$ cat src/rtl/reg_file_16x16.sv
// 16x16 general-purpose register file: one-hot decoded write, two bypassed
// combinational read ports, and a per-register pending-write scoreboard.
module reg_file_16x16 (
   input  logic        clk,
   input  logic        rst_n,
   input  logic [15:0] wordline,
   input  logic [15:0] wr_data,
   input  logic [3:0]  rd_addr_a,
   input  logic [3:0]  rd_addr_b,
   output logic [15:0] rd_data_a,
   output logic [15:0] rd_data_b,
   input  logic        busy_set_en,
   input  logic [3:0]  busy_set_id,
   output logic        busy_a,
   output logic        busy_b,
   output logic        wl_err
);

   logic [15:0] regs_q [16];
   logic [15:0] regs_d [16];
   logic [15:0] busy_q, busy_d;
   logic        wl_err_q, wl_err_d;

   logic wl_multi;
   logic wl_legal;
   logic byp_a, byp_b;

   // Clearing the lowest set bit leaves something only if two or more were set.
   assign wl_multi = |(wordline & (wordline - 16'd1));
   assign wl_legal = (|wordline) & ~wl_multi;

   assign byp_a = wl_legal & wordline[rd_addr_a];
   assign byp_b = wl_legal & wordline[rd_addr_b];

   always_comb begin
      regs_d   = regs_q;
      busy_d   = busy_q;
      wl_err_d = wl_err_q | wl_multi;
      for (int k = 1; k < 16; k++) begin
         if (wl_legal && wordline[k]) begin
            regs_d[k] = wr_data;
            busy_d[k] = 1'b0;
         end
      end
      // Set after clear so a newly issued producer wins over the retiring one.
      if (busy_set_en && (busy_set_id != 4'd0)) begin
         busy_d[busy_set_id] = 1'b1;
      end
      regs_d[0] = 16'd0;
      busy_d[0] = 1'b0;
   end

   always_ff @(posedge clk) begin
      if (!rst_n) begin
         for (int k = 0; k < 16; k++) begin
            regs_q[k] <= 16'd0;
         end
         busy_q   <= 16'd0;
         wl_err_q <= 1'b0;
      end else begin
         regs_q   <= regs_d;
         busy_q   <= busy_d;
         wl_err_q <= wl_err_d;
      end
   end

   always_comb begin
      rd_data_a = 16'd0;
      if (rd_addr_a != 4'd0) begin
         rd_data_a = byp_a ? wr_data : regs_q[rd_addr_a];
      end
   end

   always_comb begin
      rd_data_b = 16'd0;
      if (rd_addr_b != 4'd0) begin
         rd_data_b = byp_b ? wr_data : regs_q[rd_addr_b];
      end
   end

   // busy_q[0] is held at zero, so address 0 never reports busy.
   assign busy_a = busy_q[rd_addr_a] & ~byp_a;
   assign busy_b = busy_q[rd_addr_b] & ~byp_b;
   assign wl_err = wl_err_q;

endmodule

$ cat config.mk
export PLATFORM = sky130hd
export DESIGN_NAME = reg_file_16x16
export DESIGN_NICKNAME = d
export VERILOG_FILES = /design/src/rtl/reg_file_16x16.sv
export SDC_FILE = /design/constraint.sdc
export NUM_CORES = 1
export LEC_CHECK = 0
export CORE_AREA = 2 2 150 225
export DETAILED_ROUTE_END_ITERATION = 8
export DIE_AREA = 0 0 152 227
export PLACE_DENSITY = 0.7
export SYNTH_ARGS = -nofsm -noshare
export SYNTH_HDL_FRONTEND = slang
export SYNTH_SLANG_ARGS = --single-unit
export TNS_END_PERCENT = 50
$ cat constraint.sdc
create_clock -name clk -period 2.6 [get_ports clk]
set_clock_uncertainty 0.1 [all_clocks]
set_input_delay 0.26 -clock clk [delete_from_list [all_inputs] [get_ports clk]]
set_output_delay 0.26 -clock clk [all_outputs]
set_load 0.02 [all_outputs]
==> results.py, run 1 <==
metrics = {
    "run_status": {
        "outcome": "finished, violations left",
        "violations": "negative setup slack",
    },
    "cells_and_area": {
        "area_growth_pct": 26.5,
        "multiInputGateArea_sq_um": 9080,
        "nets": 1518,
        "ff_latch_area_sq_um": 5120,
        "fillers": 2651,
        "drive_gt1_share_pct": 34.3,
        "design_area_sq_um": 18200,
        "n_antenna_cell": 0,
        "fin_util_pct": 56.0,
    },
    "min_path": {
        "min_to": "regs_q[188]",
        "hold_start": "rst_n",
        "hold_path_class": "in -> reg",
        "min_path_cells": 3,
    },
    "floorplanning": {
        "dieArea_sq_um": 34500,
        "num_io_pins": 82,
        "die_y_um": 227,
        "fp.coreArea_sq_um": 32500,
        "start_util_pct": 44.3,
        "die_width_um": 152,
        "rows": 81,
    },
    "clocking": {
        "root_buffer": "clkbuf_16",
        "cts_num_sinks": 256,
        "clock_latency_ps": 530,
        "hold_buffers": 0,
        "h-tree-depth": 1,
        "cts_tree": "yes",
        "numCtsBuffers": 25,
        "path_clk_slew_ps": 70,
        "cts_max_path_buffers": 3,
    },
    "global_routing": {
        "antenna_found_initial": 0,
        "grt_pass1_vias": 12200,
        "grt.overflow.total": 0,
        "grt_max_degree": 64,
        "grt_pass1_wl_um": 74100,
        "grt_usage_pct": 27.7,
    },
    "place": {
        "hpwlAfterDp_um": 31600,
        "place_area_sq_um": 16800,
        "portBuffers": 81,
        "place_congestion": 0.937,
    },
    "synthesis": {
        "synth_top_area_share_pct": 35.6,
        "yosysUniqueCellTypes": 50,
        "syn-num-nets": 1366,
        "yosys_warnings": 0,
        "synth_area_per_cell_sq_um": 10.9,
        "synth_edf_count": 0,
        "synth_top_flop_cell": "dfxtp_1",
        "synth_area_sq_um": 14400,
        "syn_inst": 1319,
        "netlist_top_cells_area": "dfxtp_1 36%, mux4_2 22%, mux2i_1 17%",
        "yosys_register_bits": 256,
        "synth.largest_area_cell": "dfxtp_1",
        "synthArstFlopShare_pct": 0,
        "synth_seq_area_share_pct": 35.6,
    },
    "sta": {
        "setup_viol": 51,
        "rsz0062_at_grt": "yes",
        "max_freq_mhz": 340,
        "slew_headroom_pct": 63.0,
        "report.final.slew_viol_count": 0,
        "min_period_ps": 2940,
        "period_share_pct": 113,
        "setup_slack_ps": -344,
        "worstMarginPinSlew_ps": 554,
        "finalHoldViolCount": 0,
    },
    "critical_path": {
        "reg2reg_depth": 2,
        "path_cells": "buf_6 > or3_4 > maj3_2 > o31a_1 > or4_4 > buf_12 > buf_12 > o21ai_4 > o21ai_2 > buf_6",
        "regToRegSetupSlack_ps": 1780,
        "r2r_end": "regs_q[65]",
        "cp-start-kind": "input pin",
        "required_ps": 2240,
        "critical_path.slowest_cell": "or4_4",
        "r2r-start": "regs_q[65]",
        "cpPeakStageDelay_ps": 590,
        "arrival_ps": 2580,
        "crit_type": "in -> out",
        "cp_max_fo": 6,
        "cp-end-kind": "output port",
    },
    "routing": {
        "dr.pass1.iters": 5,
        "wl_met3_um": 4020,
        "ant_nets": 0,
        "drt_iter0_drc": 963,
        "finalWirelength_um": 47900,
        "wl_per_cell_um": 25.2,
        "route.met2.wl_um": 22900,
        "via_per_inst": 6.19,
        "num_vias": 11800,
        "routed.top_layer": "met4",
        "met1_length_um": 18100,
        "drc": 0,
    },
    "pwr": {
        "swShare_pct": 24.1,
        "p_clk_share_pct": 43.6,
        "internal-power_mw": 6.46,
        "vdd_drop_max_mv": 0.428,
        "p_seq_share_pct": 46.1,
        "p_leak_nw": 7.21,
        "p_sw_mw": 2.06,
        "pwr-share-comb_pct": 10.3,
        "p_per_area_nw_per_um2": 468,
    },
    "flow_run": {
        "drv_cap": 0,
    },
}
==> how the worst max path moves through the flow <==
stage                             from             to  slack, ps  cells after the start
final                      wordline[0]  rd_data_b[14]       -340                     10
after global routing       wordline[0]  rd_data_b[14]       -380                     10
after CTS                  wordline[2]  rd_data_b[10]       -400                     10
after detailed placement   wordline[1]   rd_data_b[4]      -1040                      9
after global placement     wordline[1]  rd_data_a[15]       -970                      9
after floorplan           rd_addr_a[1]         busy_a        -70                      8
==> critical path: cells and delay by family <==
family	cells	cell delay [ps]
buffers and inverters	4	530
adder cells (fa/ha/maj)	1	320
AO/OA/AOI/OAI	3	490
AND/OR/NAND/NOR	2	970
==> metrics by stage <==
step	hold WS (ps)	setup TNS (ps)	total power [mW]	worst slack, ps	cells
final	119	-10350	8.52	-344	1900
after global routing	128	-13880	8.75	-383	1900
after CTS	101	-15330	8.54	-399	1902
after detailed placement	361	-167450	4.86	-1040	1834
after global placement	349	-161000	4.86	-965	1834
after floorplan	326	-847	4.45	-71.1	1319
==> per-layer routing <==
metal / global-route usage [%] / vias to the layer above
li1: - / 5142
met2: 46.6 / 598
met1: 33.5 / 5847
met3: 5.60 / 169
met5: 0 / -
met4: 15.3 / 0
==> cell usage in the layout (no fill, tap or decap), types with 5 or more instances in the layout <==
cell,synthesis,layout
nand3_1,7,5
a22o_1,32,32
clkbuf_16,0,25
o21ai_1,1,19
o21ai_4,0,22
o21ai_2,0,21
o22ai_1,9,9
buf_6,8,25
mux2i_1,247,246
nor2b_1,55,55
nand2_1,257,257
mux4_2,141,142
mux2_2,33,33
nor2_1,14,13
clkdlybuf4s50_1,0,27
buf_2,15,6
dfxtp_1,256,256
or4_1,6,5
a21oi_1,5,5
buf_12,1,38
buf_4,8,146
and3_1,10,8
==> repair_timing <==
action,in CTS,in global routing
gates resized for setup,285,30
setup buffers,24,4
gates cloned,7,0
pin swaps,36,17
setup endpoints to repair,212,63
==> cell families after synthesis <==
kind of cell	Yosys count	share of synthesized area (%)
buffers and inverters	136	4.41
muxes	423	42.1
DFF	256	35.6
xor gates and xnor gates	1	0.0608
adders and majority gates	2	0.148
AOI/OAI and AO/OA	126	5.64
and+or+nand+nor	375	12.0
==> power by group through the flow <==
stage	clock network, mW	logic, mW	registers (mW)
final	3.71	0.878	3.93
after global routing	3.90	0.922	3.93
after CTS	3.75	0.863	3.93
after detailed placement	0	0.839	4.02
after global placement	0	0.839	4.02
after floorplan	0	0.429	4.02
==> area by class of cell <==
class / count / area share, %
multi-input cells: 927 / 49.8
flip-flops and latches: 256 / 28.1
repair buffers: 258 / 14.7
clock buffers: 33 / 3.82
well taps: 415 / 2.85
clock inverters: 8 / 0.645
inverters: 3 / 0.0618
==> registers in the layout, indices dropped and copies added (netlist names) <==
name,count
busy_q,15
wl_err,1
regs_q,240
==> synthesized netlist by cell type (2+ instances only) <==
cell and instances:
o21ai_0 64, a211oi_1 4, or3b_2 2, nor2_1 14
a2111o_1 2, nand2_1 257, clkbuf_1 83, mux2i_1 247
nand3b_1 4, nand4_1 2, o22ai_1 9, mux2_2 33
a22o_1 32, nor2b_1 55, nand3_4 2, mux4_1 2
buf_2 15, nand3_1 7, nor3_1 6, buf_6 8
a21oi_1 5, or4_1 6, buf_4 8, a31o_2 3
inv_1 3, dfxtp_1 256, buf_1 18, mux4_2 141
and3_1 10
Note: power is estimated with default switching activity, not from simulation.
==> run 2, diff against run 1 <==
--- a/config.mk
+++ b/config.mk
@@ -9,6 +9,7 @@
 export DETAILED_ROUTE_END_ITERATION = 8
 export DIE_AREA = 0 0 152 227
 export PLACE_DENSITY = 0.7
+export SETUP_SLACK_MARGIN = 0.15
 export SYNTH_ARGS = -nofsm -noshare
 export SYNTH_HDL_FRONTEND = slang
 export SYNTH_SLANG_ARGS = --single-unit
==> results.py, run 2 (synthesized netlist as in run 1, its figures left out) <==
metrics = {
    "flow_run": {
        "drv_cap": 0,
    },
    "cells_and_area": {
        "drive_gt1_share_pct": 35.3,
        "largest_register_ffs": 240,
        "area_growth_pct": 28.7,
        "top_register": "regs_q",
        "nets": 1516,
        "n_antenna_cell": 0,
        "fin_util_pct": 57.0,
        "layout_commonest_cell": "nand2_1",
        "final_cells": 1902,
        "final_cell_mix": "257 x nand2_1, 256 x dfxtp_1, 247 x mux2i_1",
        "design_area_sq_um": 18500,
    },
    "sta": {
        "holdWs_ps": 17.4,
        "rsz0062_at_grt": "yes",
        "setup_viol": 50,
        "setup_slack_ps": -382,
        "worstMarginPinSlew_ps": 1100,
        "finalHoldViolCount": 0,
        "min_period_ps": 2980,
        "fin_setup_tns_ps": -11320,
        "report.final.slew_viol_count": 0,
        "slew_headroom_pct": 26.4,
        "period_share_pct": 115,
        "max_freq_mhz": 335,
    },
    "critical_path": {
        "crit_top_cell": "buf_6",
        "required_ps": 2240,
        "path_depth": 11,
        "setup.worst_path.end": "busy_b",
        "critical_path.slowest_cell": "or3_4",
        "crit_type": "in -> out",
        "regToRegSetupSlack_ps": 1830,
        "path_cells": "buf_6 > or3_4 > maj3_2 > o31a_1 > buf_6 > buf_6 > nor4_4 > nand3_4 > buf_12 > and3_4 > buf_6",
        "cpPeakStageDelay_ps": 380,
        "cp_num_buf_inv": 5,
        "startpoint": "wordline[1]",
        "cp-start-kind": "input pin",
        "reg2reg_depth": 2,
        "arrival_ps": 2620,
        "r2r-start": "regs_q[106]",
        "cp_max_fo": 5,
        "critical_path.top_delay_family": "simple AND/OR/NAND/NOR gates",
        "cp-end-kind": "output port",
        "r2r_end": "regs_q[106]",
    },
    "floorplanning": {
        "fp.coreArea_sq_um": 32500,
        "die_y_um": 227,
        "dieArea_sq_um": 34500,
        "start_util_pct": 44.3,
        "rows": 81,
        "num_io_pins": 82,
        "die_width_um": 152,
    },
    "place": {
        "place_inst": 1839,
        "place_congestion": 0.951,
        "portBuffers": 81,
        "hpwlAfterDp_um": 32100,
        "dp_slack_ps": -1060,
        "place_area_sq_um": 17000,
    },
    "clocking": {
        "cts_max_path_buffers": 3,
        "numCtsBuffers": 25,
        "path_clk_slew_ps": 60,
        "clock_latency_ps": 540,
        "cts_tree": "yes",
        "root_buffer": "clkbuf_16",
        "hold_buffers": 0,
        "cts_num_sinks": 256,
        "h-tree-depth": 1,
    },
    "run_status": {
        "violations": "negative setup slack",
        "outcome": "finished, violations left",
    },
    "pwr": {
        "p_leak_nw": 7.27,
        "p_total_mw": 8.60,
        "p_per_area_nw_per_um2": 464,
        "vdd_drop_max_mv": 0.433,
    },
    "global_routing": {
        "grt_usage_pct": 27.3,
        "grt.overflow.total": 0,
        "grt_pass1_vias": 12100,
        "grt_pass1_wl_um": 72600,
        "antenna_found_initial": 0,
        "grt_max_degree": 46,
    },
    "routing": {
        "drt_iter0_drc": 1030,
        "wl_per_cell_um": 25.0,
        "drc": 0,
        "finalWirelength_um": 47600,
        "dr.pass1.iters": 6,
        "num_vias": 11700,
        "ant_nets": 0,
        "via_per_inst": 6.14,
    },
    "min_path": {
        "hold_path_class": "in -> reg",
    },
}
[run 2: cell types whose count changed in the layout (fill, tap and decap cells not counted), sizes merged]
cell	before	now
dlygate4sd2	4	7
clkinv	4	7
buf	218	219
clkdlybuf4s15	2	1
clkbuf	35	34
bufbuf	3	0
clkdlybuf4s50	27	26
inv	3	4
[run 2: layer usage]
layer  vias up  wire length (um)  track usage [%]
li1       5160                 -                -
met1      5844             18300             33.0
met2       515             23500             47.9
met3       152              3300             4.21
met4         0              2510             13.3
met5         -                 0                0
[run 2: worst register-to-register path, delay by kind of cell, from the launching register on]
kind,cells,cell delay (ps)
flops,1,380
mux,1,150
simple gates,1,70
[run 2: how the worst min path moves through the flow]
stage | startpoint | to | depth (start not counted)
after floorplan | wr_data[0] | regs_q[16] | 2
after global placement | regs_q[206] | regs_q[206] | 2
after detailed placement | regs_q[229] | regs_q[229] | 2
after CTS | rst_n | regs_q[87] | 3
after global routing | rst_n | regs_q[59] | 2
final | rst_n | regs_q[43] | 2
[run 2: layout make-up]
type	count	area, sq um
fill	2627	14000
multi-input combinational	927	9280
tap	415	519
inverter	3	11.3
clock inverter	12	145
sequential	256	5120
clock buffer	33	686
timing repair buffer	256	2780
[run 2: repair_timing]
action	4_1_cts	5_1_grt
setup endpoints to repair	284	215
gates cloned	5	0
gates resized for setup	265	52
setup buffers	11	2
pin swaps	27	34
[run 2: report_power, final]
group | switching, mW | internal, mW
logic | 0.511 | 0.379
registers | 0.00457 | 3.93
clock network | 1.62 | 2.16
==> run 3, diff against run 2 <==
--- a/config.mk
+++ b/config.mk
@@ -5,6 +5,7 @@
 export SDC_FILE = /design/constraint.sdc
 export NUM_CORES = 1
 export LEC_CHECK = 0
+export ABC_CLOCK_PERIOD_IN_PS = 2600
 export CORE_AREA = 2 2 150 225
 export DETAILED_ROUTE_END_ITERATION = 8
 export DIE_AREA = 0 0 152 227
==> results of run 3 <==
Same layout as run 2: the final DEF is identical, and so are final timing and power.
